<file path="src/rtl/coin_acceptor_pkg.sv">
// -----------------------------------------------------------------------------
// coin_acceptor_pkg
// Shared definitions for the coin path front end:
//   - state_e          : acceptor state machine states
//   - COIN_*_BIT       : bit positions of each coin in the 3-bit sensor vector
//   - COIN_*_VALUE     : coin values in cents, for a downstream credit block
//   - coin_is_one_hot  : true when exactly one sensor is active
// -----------------------------------------------------------------------------
package coin_acceptor_pkg;

  typedef enum logic [1:0] {
    ST_IDLE    = 2'd0,
    ST_QUAL    = 2'd1,
    ST_DECIDE  = 2'd2,
    ST_RELEASE = 2'd3
  } state_e;

  localparam int unsigned COIN_N_BIT = 32'd0;
  localparam int unsigned COIN_D_BIT = 32'd1;
  localparam int unsigned COIN_Q_BIT = 32'd2;

  localparam int unsigned COIN_N_VALUE = 32'd5;
  localparam int unsigned COIN_D_VALUE = 32'd10;
  localparam int unsigned COIN_Q_VALUE = 32'd25;

  // A coin is only credited when exactly one sensor saw it.
  function automatic logic coin_is_one_hot(input logic [2:0] v);
    logic r_hot;
    case (v)
      3'b001:  r_hot = 1'b1;
      3'b010:  r_hot = 1'b1;
      3'b100:  r_hot = 1'b1;
      default: r_hot = 1'b0;
    endcase
    return r_hot;
  endfunction

endpackage : coin_acceptor_pkg

</file>
<file path="src/rtl/coin_acceptor_sync2.sv">
// -----------------------------------------------------------------------------
// coin_acceptor_sync2
// One-bit, two-flop synchronizer bringing a raw coin-sensor level into the
// clk domain. Both flops clear asynchronously while i_rst_n is low.
// Ports:
//   i_clk   : destination clock
//   i_rst_n : asynchronous active-low reset
//   i_d     : asynchronous input level
//   o_q     : synchronized level, two edges after capture
// -----------------------------------------------------------------------------
module coin_acceptor_sync2 (
  input  logic i_clk,
  input  logic i_rst_n,
  input  logic i_d,
  output logic o_q
);

  logic r_meta;
  logic r_sync;

  // Two-stage capture; r_meta may go metastable, r_sync is the settled copy.
  always_ff @(posedge i_clk or negedge i_rst_n) begin
    if (!i_rst_n) begin
      r_meta <= 1'b0;
      r_sync <= 1'b0;
    end else begin
      r_meta <= i_d;
      r_sync <= r_meta;
    end
  end

  assign o_q = r_sync;

endmodule : coin_acceptor_sync2

</file>
<file path="src/rtl/coin_acceptor.sv">
// -----------------------------------------------------------------------------
// coin_acceptor
// Turns three bouncy, asynchronous coin-sensor levels into one clean one-cycle
// pulse per physical coin for the vending FSM. Glitches are dropped, coins
// seen by more than one sensor or inserted while the FSM cannot take credit
// are refused with a reject pulse, and a coin must be released (sensors quiet
// for DEBOUNCE_CYCLES+1 samples) before the next one can qualify.
// Parameters:
//   DEBOUNCE_CYCLES : stable samples needed to qualify a coin or a release (1..255)
//   CNT_W           : width of coin_count
// Ports:
//   clk                                : system clock, rising edge
//   reset                              : asynchronous active-low reset
//   coin_n_raw, coin_d_raw, coin_q_raw : raw sensor levels, active-high
//   enable                             : vending FSM can accept credit
//   N_in, D_in, Q_in                   : registered one-cycle coin pulses
//   reject                             : registered one-cycle refusal pulse
//   busy                               : acceptor is not idle
//   coin_count                         : accepted coins, wraps modulo 2^CNT_W
// -----------------------------------------------------------------------------
module coin_acceptor
  import coin_acceptor_pkg::*;
#(
  parameter int unsigned DEBOUNCE_CYCLES = 32'd4,
  parameter int unsigned CNT_W           = 32'd8
) (
  input  logic             clk,
  input  logic             reset,
  input  logic             coin_n_raw,
  input  logic             coin_d_raw,
  input  logic             coin_q_raw,
  input  logic             enable,
  output logic             N_in,
  output logic             D_in,
  output logic             Q_in,
  output logic             reject,
  output logic             busy,
  output logic [CNT_W-1:0] coin_count
);

  localparam logic [7:0] DB_LIMIT = 8'(DEBOUNCE_CYCLES);

  logic [2:0]       w_s;

  state_e           r_state;
  state_e           w_state_nxt;
  logic [2:0]       r_pat;
  logic [2:0]       w_pat_nxt;
  logic [7:0]       r_cnt;
  logic [7:0]       w_cnt_nxt;
  logic             r_n_in;
  logic             r_d_in;
  logic             r_q_in;
  logic             r_reject;
  logic             w_n_in_nxt;
  logic             w_d_in_nxt;
  logic             w_q_in_nxt;
  logic             w_reject_nxt;
  logic [CNT_W-1:0] r_coin_count;
  logic [CNT_W-1:0] w_coin_count_nxt;

  coin_acceptor_sync2 u_sync_n (
    .i_clk   (clk),
    .i_rst_n (reset),
    .i_d     (coin_n_raw),
    .o_q     (w_s[COIN_N_BIT])
  );

  coin_acceptor_sync2 u_sync_d (
    .i_clk   (clk),
    .i_rst_n (reset),
    .i_d     (coin_d_raw),
    .o_q     (w_s[COIN_D_BIT])
  );

  coin_acceptor_sync2 u_sync_q (
    .i_clk   (clk),
    .i_rst_n (reset),
    .i_d     (coin_q_raw),
    .o_q     (w_s[COIN_Q_BIT])
  );

  // Next-state, debounce counter and output-pulse logic.
  // The accept/reject decision is registered on the edge that enters DECIDE,
  // so the pulse is high for exactly the one DECIDE cycle. enable is looked
  // at only on that edge.
  always_comb begin
    w_state_nxt      = r_state;
    w_pat_nxt        = r_pat;
    w_cnt_nxt        = r_cnt;
    w_n_in_nxt       = 1'b0;
    w_d_in_nxt       = 1'b0;
    w_q_in_nxt       = 1'b0;
    w_reject_nxt     = 1'b0;
    w_coin_count_nxt = r_coin_count;

    case (r_state)
      ST_IDLE: begin
        if (w_s != 3'b000) begin
          w_pat_nxt   = w_s;
          w_cnt_nxt   = 8'd1;
          w_state_nxt = ST_QUAL;
        end else begin
          w_state_nxt = ST_IDLE;
        end
      end

      ST_QUAL: begin
        if (w_s == r_pat) begin
          if (r_cnt == DB_LIMIT) begin
            w_state_nxt = ST_DECIDE;
            if (coin_is_one_hot(r_pat) && enable) begin
              w_n_in_nxt       = r_pat[COIN_N_BIT];
              w_d_in_nxt       = r_pat[COIN_D_BIT];
              w_q_in_nxt       = r_pat[COIN_Q_BIT];
              w_coin_count_nxt = r_coin_count + CNT_W'(1);
            end else begin
              w_reject_nxt = 1'b1;
            end
          end else begin
            w_cnt_nxt = r_cnt + 8'd1;
          end
        end else if (w_s == 3'b000) begin
          // Sensor dropped before qualifying: a glitch, forget it.
          w_state_nxt = ST_IDLE;
          w_pat_nxt   = 3'b000;
          w_cnt_nxt   = 8'd0;
        end else begin
          // Pattern changed to another non-zero value: restart on it.
          w_pat_nxt = w_s;
          w_cnt_nxt = 8'd1;
        end
      end

      ST_DECIDE: begin
        w_state_nxt = ST_RELEASE;
        w_cnt_nxt   = 8'd0;
      end

      ST_RELEASE: begin
        if (w_s == 3'b000) begin
          if (r_cnt == DB_LIMIT) begin
            w_state_nxt = ST_IDLE;
            w_pat_nxt   = 3'b000;
            w_cnt_nxt   = 8'd0;
          end else begin
            w_cnt_nxt = r_cnt + 8'd1;
          end
        end else begin
          // Bounce or a coin still sitting in the sensor: restart the quiet count.
          w_cnt_nxt = 8'd0;
        end
      end

      default: begin
        w_state_nxt = ST_IDLE;
        w_pat_nxt   = 3'b000;
        w_cnt_nxt   = 8'd0;
      end
    endcase
  end

  // State, qualification registers, output pulses and accepted-coin counter.
  always_ff @(posedge clk or negedge reset) begin
    if (!reset) begin
      r_state      <= ST_IDLE;
      r_pat        <= 3'b000;
      r_cnt        <= 8'd0;
      r_n_in       <= 1'b0;
      r_d_in       <= 1'b0;
      r_q_in       <= 1'b0;
      r_reject     <= 1'b0;
      r_coin_count <= '0;
    end else begin
      r_state      <= w_state_nxt;
      r_pat        <= w_pat_nxt;
      r_cnt        <= w_cnt_nxt;
      r_n_in       <= w_n_in_nxt;
      r_d_in       <= w_d_in_nxt;
      r_q_in       <= w_q_in_nxt;
      r_reject     <= w_reject_nxt;
      r_coin_count <= w_coin_count_nxt;
    end
  end

  assign N_in       = r_n_in;
  assign D_in       = r_d_in;
  assign Q_in       = r_q_in;
  assign reject     = r_reject;
  assign busy       = (r_state != ST_IDLE);
  assign coin_count = r_coin_count;

endmodule : coin_acceptor

</file>
<file path="config.mk">
export PLATFORM = sky130hd
export DESIGN_NAME = coin_acceptor
export DESIGN_NICKNAME = d
export VERILOG_FILES = /design/src/rtl/coin_acceptor_pkg.sv /design/src/rtl/coin_acceptor_sync2.sv /design/src/rtl/coin_acceptor.sv
export SDC_FILE = /design/constraint.sdc
export NUM_CORES = 1
export LEC_CHECK = 0
export CAP_MARGIN = 20
export CORE_MARGIN = 2
export CORE_UTILIZATION = 57
export CTS_BUF_LIST = sky130_fd_sc_hd__clkbuf_2
export CTS_CLUSTER_SIZE = 25
export DETAILED_ROUTE_END_ITERATION = 8
export GPL_TIMING_DRIVEN = 0
export PLACE_DENSITY = 0.89
export SYNTH_ARGS = -nofsm -noshare
export SYNTH_HDL_FRONTEND = slang
export SYNTH_SLANG_ARGS = --single-unit
</file>
<file path="constraint.sdc">
create_clock -name clk -period 2.4 [get_ports clk]
set_input_delay 0.36 -clock clk [delete_from_list [all_inputs] [get_ports clk]]
set_output_delay 0.36 -clock clk [all_outputs]
set_load 0.1 [all_outputs]
</file>
==> impl_metrics.ini <==
[die]
io_pins = 19
core_area_sq_um = 2500
start_util = 0.612
rows = 18
fp.dieW_microns = 55.8
dieArea_sq_um = 3110
die_h_microns = 55.8

[cts]
cts-root-buf = clkbuf_2
numCtsBuffers = 5
clock_path_buffers = 2
clk_latency_ps = 370
cts_hold_buf = 0
cts_tree = yes
clock_sinks = 31
h-tree-depth = 2
clk_pin_slew_ps = 150

[timing]
hold_ws_ps = 374
fin_skew_ps = 9.47
slew_violations = 0
worstMarginPinSlew_ps = 1000
relSlewSlack = 0.329
fin_crit_sh = 0.975
setup_tns_ps = 0
finalSetupViolCount = 0
finalHoldViolCount = 0
grt_setup_unrepaired = no
fmax_ghz = 0.427
period_minus_slack_ps = 2340

[global_route]
grt_pass1_wl_mm = 5.22
grt-ovfl-total = 0
track_usage = 0.222
grt_start_max_net_pins = 20
antenna_found_initial = 0
first_global_vias = 1149

[setup_path]
reg2reg_slack_ps = 90
worstPathMaxFanout = 5
cp.depth = 1
startpoint_type = register
slowest_delay_ps = 1160
crit_chain = clkdlybuf4s50_1
rr_worst_depth = 5
cpMaxStageDelayCell = clkdlybuf4s50_1
worstPathRequired_ps = 2040
cp_top_family = buffers and inverters
r2r_end = coin_count[1]
reg2reg_from = r_cnt[4]
setup.worst_path.end_class = output port
crit_arrival_ps = 1980
critPathBufInv = 1
path_class = register to output port

[hold_path]
hold_depth = 0
holdCritStartpoint = u_sync_d.r_meta
hold_end = u_sync_d.o_q
min_path_type = register to register

[final_layout]
diodes = 0
drive_gt1_frac = 0.106
fin_cells = 190
nets = 169
syn2layout_area_growth_pct = 18.7
utilization = 0.726

[route]
drcViolationCount = 0
vias = 1217
antenna_left = 0
firstDrtPassIters = 4
viasPerCell = 6.41
wl_mm = 3.19
drt-initial-drc-count = 43
post_drt_wl_per_cell_microns = 16.8

[status]
run_status = finished clean

[synthesis]
synth-edff-count = 0
async_flop_share = 1.00
synthCells = 134
yosys_most_used_dff = dfrtp_1
syn_nets = 143
syn_area_sq_um = 1530
synth_top_area_cell = dfrtp_1
synth_seq_cells = 31
ys_seq_area_frac = 0.507
synth_common_cells = dfrtp_1 (31), nand3_1 (8), xor2_1 (8), a21oi_1 (6), nor4_2 (6)
post-synth-top-count-cell = dfrtp_1
synthTopCellsByArea = dfrtp_1 (51%), nor4_2 (4.9%), xor2_1 (4.6%)
ys.warnings.count = 0
synth_top_area_frac = 0.507
avgSynthCellArea_sq_um = 11.4
synth_cell_types = 42

[placement]
dp_cells = 183
gp_congestion = 0.874
hpwl_mm = 2.21
numPortBuffers = 18

[power_and_ir_drop]
power_uw = 974
powerDensity_nw_per_um2 = 537
p_leak_uw = 0.000870
vdd_drop_max_mv = 0.456

[run]
cap_violations = 0
==> flip-flops by register name, summed over array words and instances, names as in the netlist, named ones only <==
signal and cells:
u_sync_n.r_meta 1, r_cnt 8, u_sync_d.r_meta 1, N_in 1
r_pat 3, u_sync_d.o_q 1, u_sync_q.o_q 1, u_sync_q.r_meta 1
D_in 1, Q_in 1, r_state 1, reject 1
coin_count 8, u_sync_n.o_q 1
==> power by group <==
group / internal [uW] / switching (uW) / leakage (uW)
registers: 544 / 27.6 / 0.000404
logic: 59.3 / 108 / 0.000440
clock network: 61.4 / 173 / 0.0000262
total: 665 / 309 / 0.000870
==> metal layers <==
metal | part of all wire | routed length (microns) | vias to the layer above | GRT usage
met4 | 0.032 | 101 | 0 | 0.160
met5 | 0 | 0 | - | 0
li1 | - | - | 563 | -
met3 | 0.054 | 173 | 12 | 0.0512
met2 | 0.50 | 1590 | 50 | 0.335
met1 | 0.42 | 1330 | 592 | 0.279
==> worst max path at each step <==
stage                  start  slack, ps       endpoint
3_5_place_dp        r_cnt[4]        110  coin_count[1]
5_1_grt             register          4           busy
4_1_cts        coin_count[2]         10  coin_count[2]
3_3_place_gp        r_cnt[4]        150  coin_count[1]
6_report       coin_count[3]         60  coin_count[3]
2_1_floorplan       r_cnt[4]        250  coin_count[1]
==> what timing repair did <==
action / in CTS / in global routing
gates resized for setup: 1 / 3
setup endpoints to repair: 1 / 3
cloned: 0 / 0
setup buffers: 0 / 0
pin swaps: 0 / 0
==> cell usage in the layout, fill, tap and decap left out, drive strengths merged, types with 2 or more instances in the layout <==
| master | synthesis | final |
|---|---|---|
| nor3 | 5 | 5 |
| inv | 5 | 5 |
| buf | 2 | 3 |
| nor2 | 3 | 3 |
| dlymetal6s2s | 0 | 3 |
| and4 | 2 | 2 |
| nand4 | 3 | 3 |
| xor2 | 8 | 8 |
| clkbuf | 1 | 6 |
| xnor2 | 4 | 4 |
| or3 | 2 | 2 |
| o21ai | 4 | 4 |
| a22o | 2 | 2 |
| clkdlybuf4s50 | 0 | 14 |
| dfrtp | 31 | 31 |
| clkinv | 0 | 2 |
| a32o | 3 | 3 |
| ha | 3 | 3 |
| a21oi | 6 | 6 |
| a221o | 4 | 4 |
| nor4 | 6 | 6 |
| and3 | 3 | 3 |
| and2 | 3 | 3 |
| nand2b | 2 | 2 |
| nor3b | 3 | 3 |
| a41o | 2 | 2 |
| nand3 | 8 | 8 |
| nand2 | 5 | 5 |
==> kinds of logic after synthesis <==
| kind of cell | share of synthesized area |
|---|---|
| compound gates | 0.150 |
| xor+xnor | 0.0687 |
| mux | 0.00736 |
| fa+ha+maj | 0.0246 |
| buf+inv | 0.0221 |
| simple gates | 0.220 |
| flops | 0.507 |
==> cell type report <==
class                   instances  area (sq um)
repair buffers                 19           214
inverters                       5          18.8
well taps                      30          37.5
plain buffers                   3          15.0
multi-input cells              95           719
fillers                       166           686
clock buffers                   5          25.0
flip-flops and latches         31           776
clock inverters                 2          8.76
==> per-stage QoR <==
stage                     instance area (sq um)  setup WS, ps
final                                      1810          59.0
after global routing                       1810          3.81
after CTS                                  1810          14.9
after detailed placement                   1770           113
after global placement                     1750           150
after floorplan                            1530           246
No activity file was read; power rests on OpenSTA's default activity.
